### src/rtl/nibble_serial_add_ctrl.sv
// ---------------------------------------------------------------------------
// nibble_serial_add_ctrl
//
// Purpose:
//   Sequences a W-bit add or subtract (W = 4*NIBBLES) through one external
//   4-bit ripple-carry adder, one nibble per cycle, LSB nibble first. Holds
//   the latched operands, the running carry, the result and the start/done
//   handshake.
//
// Ports:
//   clk, rst_n      rising-edge clock, asynchronous active-low reset
//   start           request, accepted only while idle
//   sub             0: A + B + cin, 1: A - B (B inverted, carry-in forced 1)
//   cin             carry-in for add mode
//   op_a, op_b      operands, sampled on accept
//   busy            high while an operation is in progress or completing
//   done            one-cycle pulse, result/cout/ovf valid
//   result, cout    sum/difference and final carry (subtract: 1 = no borrow)
//   ovf             signed two's-complement overflow, valid with done
//   add_a, add_b,   nibble operands and carry driven to the external adder
//   add_cin
//   add_sum,        combinational response from the external adder
//   add_cout
//   chk_err         (optional) sticky flag, set when the finished result
//                   disagrees with a full-width add of the latched operands
//
// Optional feature macro: NIBBLE_SERIAL_ADD_SELFCHECK_EN (adds chk_err).
// ---------------------------------------------------------------------------
module nibble_serial_add_ctrl #(
    parameter int NIBBLES = 4
) (
    input  logic                   clk,
    input  logic                   rst_n,
    input  logic                   start,
    input  logic                   sub,
    input  logic                   cin,
    input  logic [4*NIBBLES-1:0]   op_a,
    input  logic [4*NIBBLES-1:0]   op_b,
    output logic                   busy,
    output logic                   done,
    output logic [4*NIBBLES-1:0]   result,
    output logic                   cout,
    output logic                   ovf,
    output logic [3:0]             add_a,
    output logic [3:0]             add_b,
    output logic                   add_cin,
    input  logic [3:0]             add_sum,
    input  logic                   add_cout
`ifdef NIBBLE_SERIAL_ADD_SELFCHECK_EN
    ,
    output logic                   chk_err
`endif
);

    localparam int W  = 4 * NIBBLES;
    localparam int IW = (NIBBLES > 1) ? $clog2(NIBBLES) : 1;
    localparam logic [IW-1:0] LAST = IW'(NIBBLES - 1);

    typedef enum logic [1:0] {
        IDLE,
        RUN,
        DONE
    } state_t;

    state_t          state;
    state_t          state_nxt;
    logic [W-1:0]    a_reg;
    logic [W-1:0]    b_reg;
    logic [W-1:0]    result_r;
    logic            carry;
    logic [IW-1:0]   idx;
    logic [IW+1:0]   shamt;
    logic [W-1:0]    nib_mask;

    // Bit offset of the nibble being processed this cycle.
    assign shamt    = {idx, 2'b00};
    assign nib_mask = W'(4'hF) << shamt;

    // State register.
    always_ff @(posedge clk or negedge rst_n) begin
        if (!rst_n) begin
            state <= IDLE;
        end else begin
            state <= state_nxt;
        end
    end

    // Next-state logic: one cycle per nibble in RUN, a single DONE cycle.
    always_comb begin
        state_nxt = state;
        case (state)
            IDLE:    if (start) state_nxt = RUN;
            RUN:     if (idx == LAST) state_nxt = DONE;
            DONE:    state_nxt = IDLE;
            default: state_nxt = IDLE;
        endcase
    end

    // Operand capture and nibble-by-nibble accumulation. B is stored already
    // inverted for subtract so RUN treats both modes identically.
    always_ff @(posedge clk or negedge rst_n) begin
        if (!rst_n) begin
            a_reg    <= '0;
            b_reg    <= '0;
            result_r <= '0;
            carry    <= 1'b0;
            idx      <= '0;
        end else begin
            case (state)
                IDLE: begin
                    if (start) begin
                        a_reg <= op_a;
                        b_reg <= sub ? ~op_b : op_b;
                        carry <= sub ? 1'b1 : cin;
                        idx   <= '0;
                    end
                end
                RUN: begin
                    result_r <= (result_r & ~nib_mask) | (W'(add_sum) << shamt);
                    carry    <= add_cout;
                    if (idx != LAST) begin
                        idx <= idx + IW'(1);
                    end
                end
                default: ;
            endcase
        end
    end

    // Handshake and adder drive; the adder sees zeros outside RUN.
    always_comb begin
        busy    = (state != IDLE);
        done    = (state == DONE);
        result  = result_r;
        cout    = carry;
        ovf     = (state == DONE) && (a_reg[W-1] == b_reg[W-1]) &&
                  (result_r[W-1] != a_reg[W-1]);
        add_a   = 4'h0;
        add_b   = 4'h0;
        add_cin = 1'b0;
        if (state == RUN) begin
            add_a   = 4'(a_reg >> shamt);
            add_b   = 4'(b_reg >> shamt);
            add_cin = carry;
        end
    end

`ifdef NIBBLE_SERIAL_ADD_SELFCHECK_EN
    logic         init_c;
    logic         chk_sticky;
    logic [W:0]   ideal;
    logic         mismatch;

    assign ideal    = {1'b0, a_reg} + {1'b0, b_reg} + {{W{1'b0}}, init_c};
    assign mismatch = (state == DONE) && ({carry, result_r} != ideal);
    // Flag is visible in the DONE cycle itself, then held until reset.
    assign chk_err  = chk_sticky | mismatch;

    // Initial carry is kept because the carry register is consumed in RUN.
    always_ff @(posedge clk or negedge rst_n) begin
        if (!rst_n) begin
            init_c     <= 1'b0;
            chk_sticky <= 1'b0;
        end else begin
            if (state == IDLE && start) begin
                init_c <= sub ? 1'b1 : cin;
            end
            if (mismatch) begin
                chk_sticky <= 1'b1;
            end
        end
    end
`endif

endmodule

### config.mk
export PLATFORM = sky130hd
export DESIGN_NAME = nibble_serial_add_ctrl
export DESIGN_NICKNAME = d
export VERILOG_FILES = /design/src/rtl/nibble_serial_add_ctrl.sv
export SDC_FILE = /design/constraint.sdc
export NUM_CORES = 1
export LEC_CHECK = 0
export BUFFER_PORTS_ARGS = -buffer_cell sky130_fd_sc_hd__buf_2
export CORE_ASPECT_RATIO = 0.5
export CORE_UTILIZATION = 35
export DETAILED_ROUTE_END_ITERATION = 12
export SYNTH_ARGS = -nofsm -noshare
export SYNTH_HDL_FRONTEND = slang
export SYNTH_SLANG_ARGS = --single-unit
export TNS_END_PERCENT = 30
### constraint.sdc
create_clock -name clk -period 3.74 [get_ports clk]
set_clock_uncertainty 0.15 [all_clocks]
set_input_delay 0.187 -clock clk [delete_from_list [all_inputs] [get_ports clk]]
set_output_delay 0.187 -clock clk [all_outputs]
set_load 0.05 [all_outputs]
==> summary.md <==
| Metric | Value |
|---|---|
| Outcome | `complete, no violations` |
| Gate Count Post-Synth | `194` |
| Largest family of logic cells by synthesized area | `multiplexers` |
| Ant diodes | `0` |
| Flip-flop and latch area | `1330 sq um` |
| CTS Hold Bufs | `17` |
| Pin count of the biggest net entering global routing | `52` |
| CP delay by family, top | `flip-flops` |
| GRT Util Overall | `14.9%` |
| Final period util | `64.0%` |
| I/O pin cnt | `71` |
| Register bit total from synthesis | `53` |
| Reg2Reg Launch Point | `idx[0]` |
| CTS-repair resized insts | `0` |
| HP Class | `in -> reg` |
| Fraction of layout cells with a size suffix above 1 | `37.6%` |
| Initial Util | `36.7%` |
| Reg2Reg Depth | `4` |
| Vias/cell | `4.78` |
| Cell depth of the worst hold path | `2` |
| Top cell type's share of synthesized area | `53.3%` |
| CP arrival | `2.06 ns` |
| Area grow syn2layout | `29.1%` |
| DRC violations left | `0` |
| Crit. path cell count | `3` |
| Vias in the first global route | `1700` |
| Leak pwr | `1.46 nW` |
| Start point of the worst hold path | `op_a[6]` |
| Critical path type | `reg -> out` |
| Synth Area in Adders | `2.01%` |
| Max IR drop VDD | `263 uV` |
| Yosys warns | `0` |
| Die width | `121 um` |
| MaxCap Viol Count | `0` |
| Cells after DPL | `347` |
| IO buf count | `70` |
| Clk_lat worst skew | `0.28 ns` |
| Final Setup Violations | `0` |
| Die height | `61.6 um` |
| Starting DRT DRC Count | `66` |
| Initial antenna violation count | `0` |
| Final Wtd Congestion | `0.735` |
| GRT overflow | `0` |
| CP peak stage delay | `0.79 ns` |
| Non-filler cells, final | `371` |
| Via count | `1772` |
| CP bufs+invs | `1` |
| Register area share after synthesis | `53.3%` |
| Area of the multi-input gates | `1080 sq um` |
| Synth Area in XOR/XNOR | `5.63%` |
| CTS clock-pin slew for the worst setup and hold paths | `0.07 ns` |
| Synthesized area | `2490 sq um` |
| Minimum clock period | `2.39 ns` |
| CTS tree | `built` |
| Cts bufs inserted | `5` |
| Commonest non-fill, non-tap cell in the layout | `buf_2` |
| Final hold vios | `0` |
| Max transition margin | `53.8%` |
| Worst Path Max Fanout | `14` |
| Synth top area cells | `dfrtp_1 (53%), mux2_2 (6.8%), a22o_1 (5.6%), xnor2_1 (5.6%), mux4_2 (5.4%)` |
| Cell row count | `21` |
| Core Region | `6780 sq um` |
| Startpoint Class | `register` |
| Post-synthesis compound-gate area fraction | `10.5%` |
| First-pass GRT wire length | `8400 um` |
| DR pass1 iterations | `4` |
| Pwr dens | `991 nW/um^2` |
| Most frequent cells in the layout | `buf_2 (70), dfrtp_1 (53), nor2_1 (18)` |
| Post-synthesis mux area share | `14.8%` |
| Area leader, netlist | `dfrtp_1` |
| Die area | `7470 sq um` |
| Detailed-route wire length per cell | `13.8 um` |
| CTS Root Cell | `clkbuf_16` |
| Syn avg cell area | `12.8 sq um` |
| Crit path capture type | `primary output` |
| Distinct cell type count after synthesis | `31` |
| Required @ worst endpoint | `3.40 ns` |
| Clock tree buffer depth | `2` |
| Slew Limit Fails | `0` |
| Detailed Place HPWL | `3620 um` |
| Mapped Nets | `240` |
| RSZ-0062 raised after global routing | `false` |
| Simple-gate area share of the yosys netlist | `10.5%` |
| Layout fillers | `646` |
| Critical Path Source | `idx[0]` |
| CTS Sinks | `53` |
| Setup TNS | `0 ns` |
| Number of nets in the layout | `325` |
| Drt total wl | `5130 um` |
| Achievable frequency | `418 MHz` |
| Max H-tree Level | `2` |
| Worst-margin pin slew | `0.693 ns` |
| Setup Fix Bufs, Post-CTS | `0` |
| Crit-path slowest cell | `dfrtp_1` |
| Antenna viol nets, final | `0` |
| CP cell instances | `mux4_1 > and2_1 > buf_2` |
layout make-up:
class,count,area share [%]
clock buffer,7,4.44
inverter,3,0.351
multi-input combinational,127,33.7
sequential,53,41.3
tap,92,3.58
timing repair buffer,89,16.7
routing by layer:
metal / GRT usage, % / wire length (um) / vias to the layer above / share of wire (%)
met4: 3.88 / 46 / 0 / 0.90
li1: - / - / 861 / -
met3: 3.52 / 198 / 4 / 3.9
met1: 20.1 / 2470 / 874 / 48
met5: 0 / 0 / - / 0
met2: 24.8 / 2420 / 33 / 47
path summary, 6_finish.rpt:
check                            end  slack, ns
min in group asynchronous  result[3]       0.21
hold / removal              a_reg[6]      0.004
max in group asynchronous   b_reg[5]       2.44
hold reg to reg            a_reg[11]       0.34
setup / recovery            add_b[3]       1.35
setup reg to reg           result[8]       1.86
synth_stat cells:
cell type / n
a21boi_0: 1
a21oi_1: 16
a22o_1: 16
and2_1: 9
and2b_1: 1
buf_2: 5
buf_4: 4
buf_6: 1
clkbuf_1: 1
dfrtp_1: 53
ha_1: 4
inv_1: 3
mux2_1: 1
mux2_2: 15
mux4_1: 2
mux4_2: 6
nand2_1: 7
nand2b_1: 1
nand3b_1: 1
nor2_1: 18
nor2b_1: 1
nor3_2: 2
nor3_4: 2
nor3b_4: 1
o211ai_1: 1
o21ai_0: 2
o21bai_1: 1
o2bb2ai_1: 1
or2_2: 1
or3_1: 1
xnor2_1: 16
stage by stage:
stage          power [mW]  utilization (%)  worst slack, ns  cell area (sq um)  hold WS [ns]
3_5_place_dp         2.75             42.8             1.60               2900      -0.00891
5_1_grt              3.41             47.4             1.21               3210       0.00781
2_1_floorplan        2.40                -             1.01               2490        -0.259
3_3_place_gp         2.71             42.8             1.59               2900       -0.0191
6_report             3.18             47.4             1.35               3210       0.00356
4_1_cts              3.22             47.4             1.29               3210       0.00600
kinds of logic after synthesis:
kind of cell	after synthesis
fa+ha+maj	4
xor+xnor	16
mux	24
flops	53
buf+inv	14
simple gates	45
compound gates	38
where the power goes:
group | switching, mW | internal [mW] | total (mW)
clock network | 0.188 | 0.263 | 0.451
logic | 1.06 | 0.600 | 1.65
registers | 0.219 | 0.857 | 1.08
total | 1.46 | 1.72 | 3.18
Power figures use the tool's default switching activity.
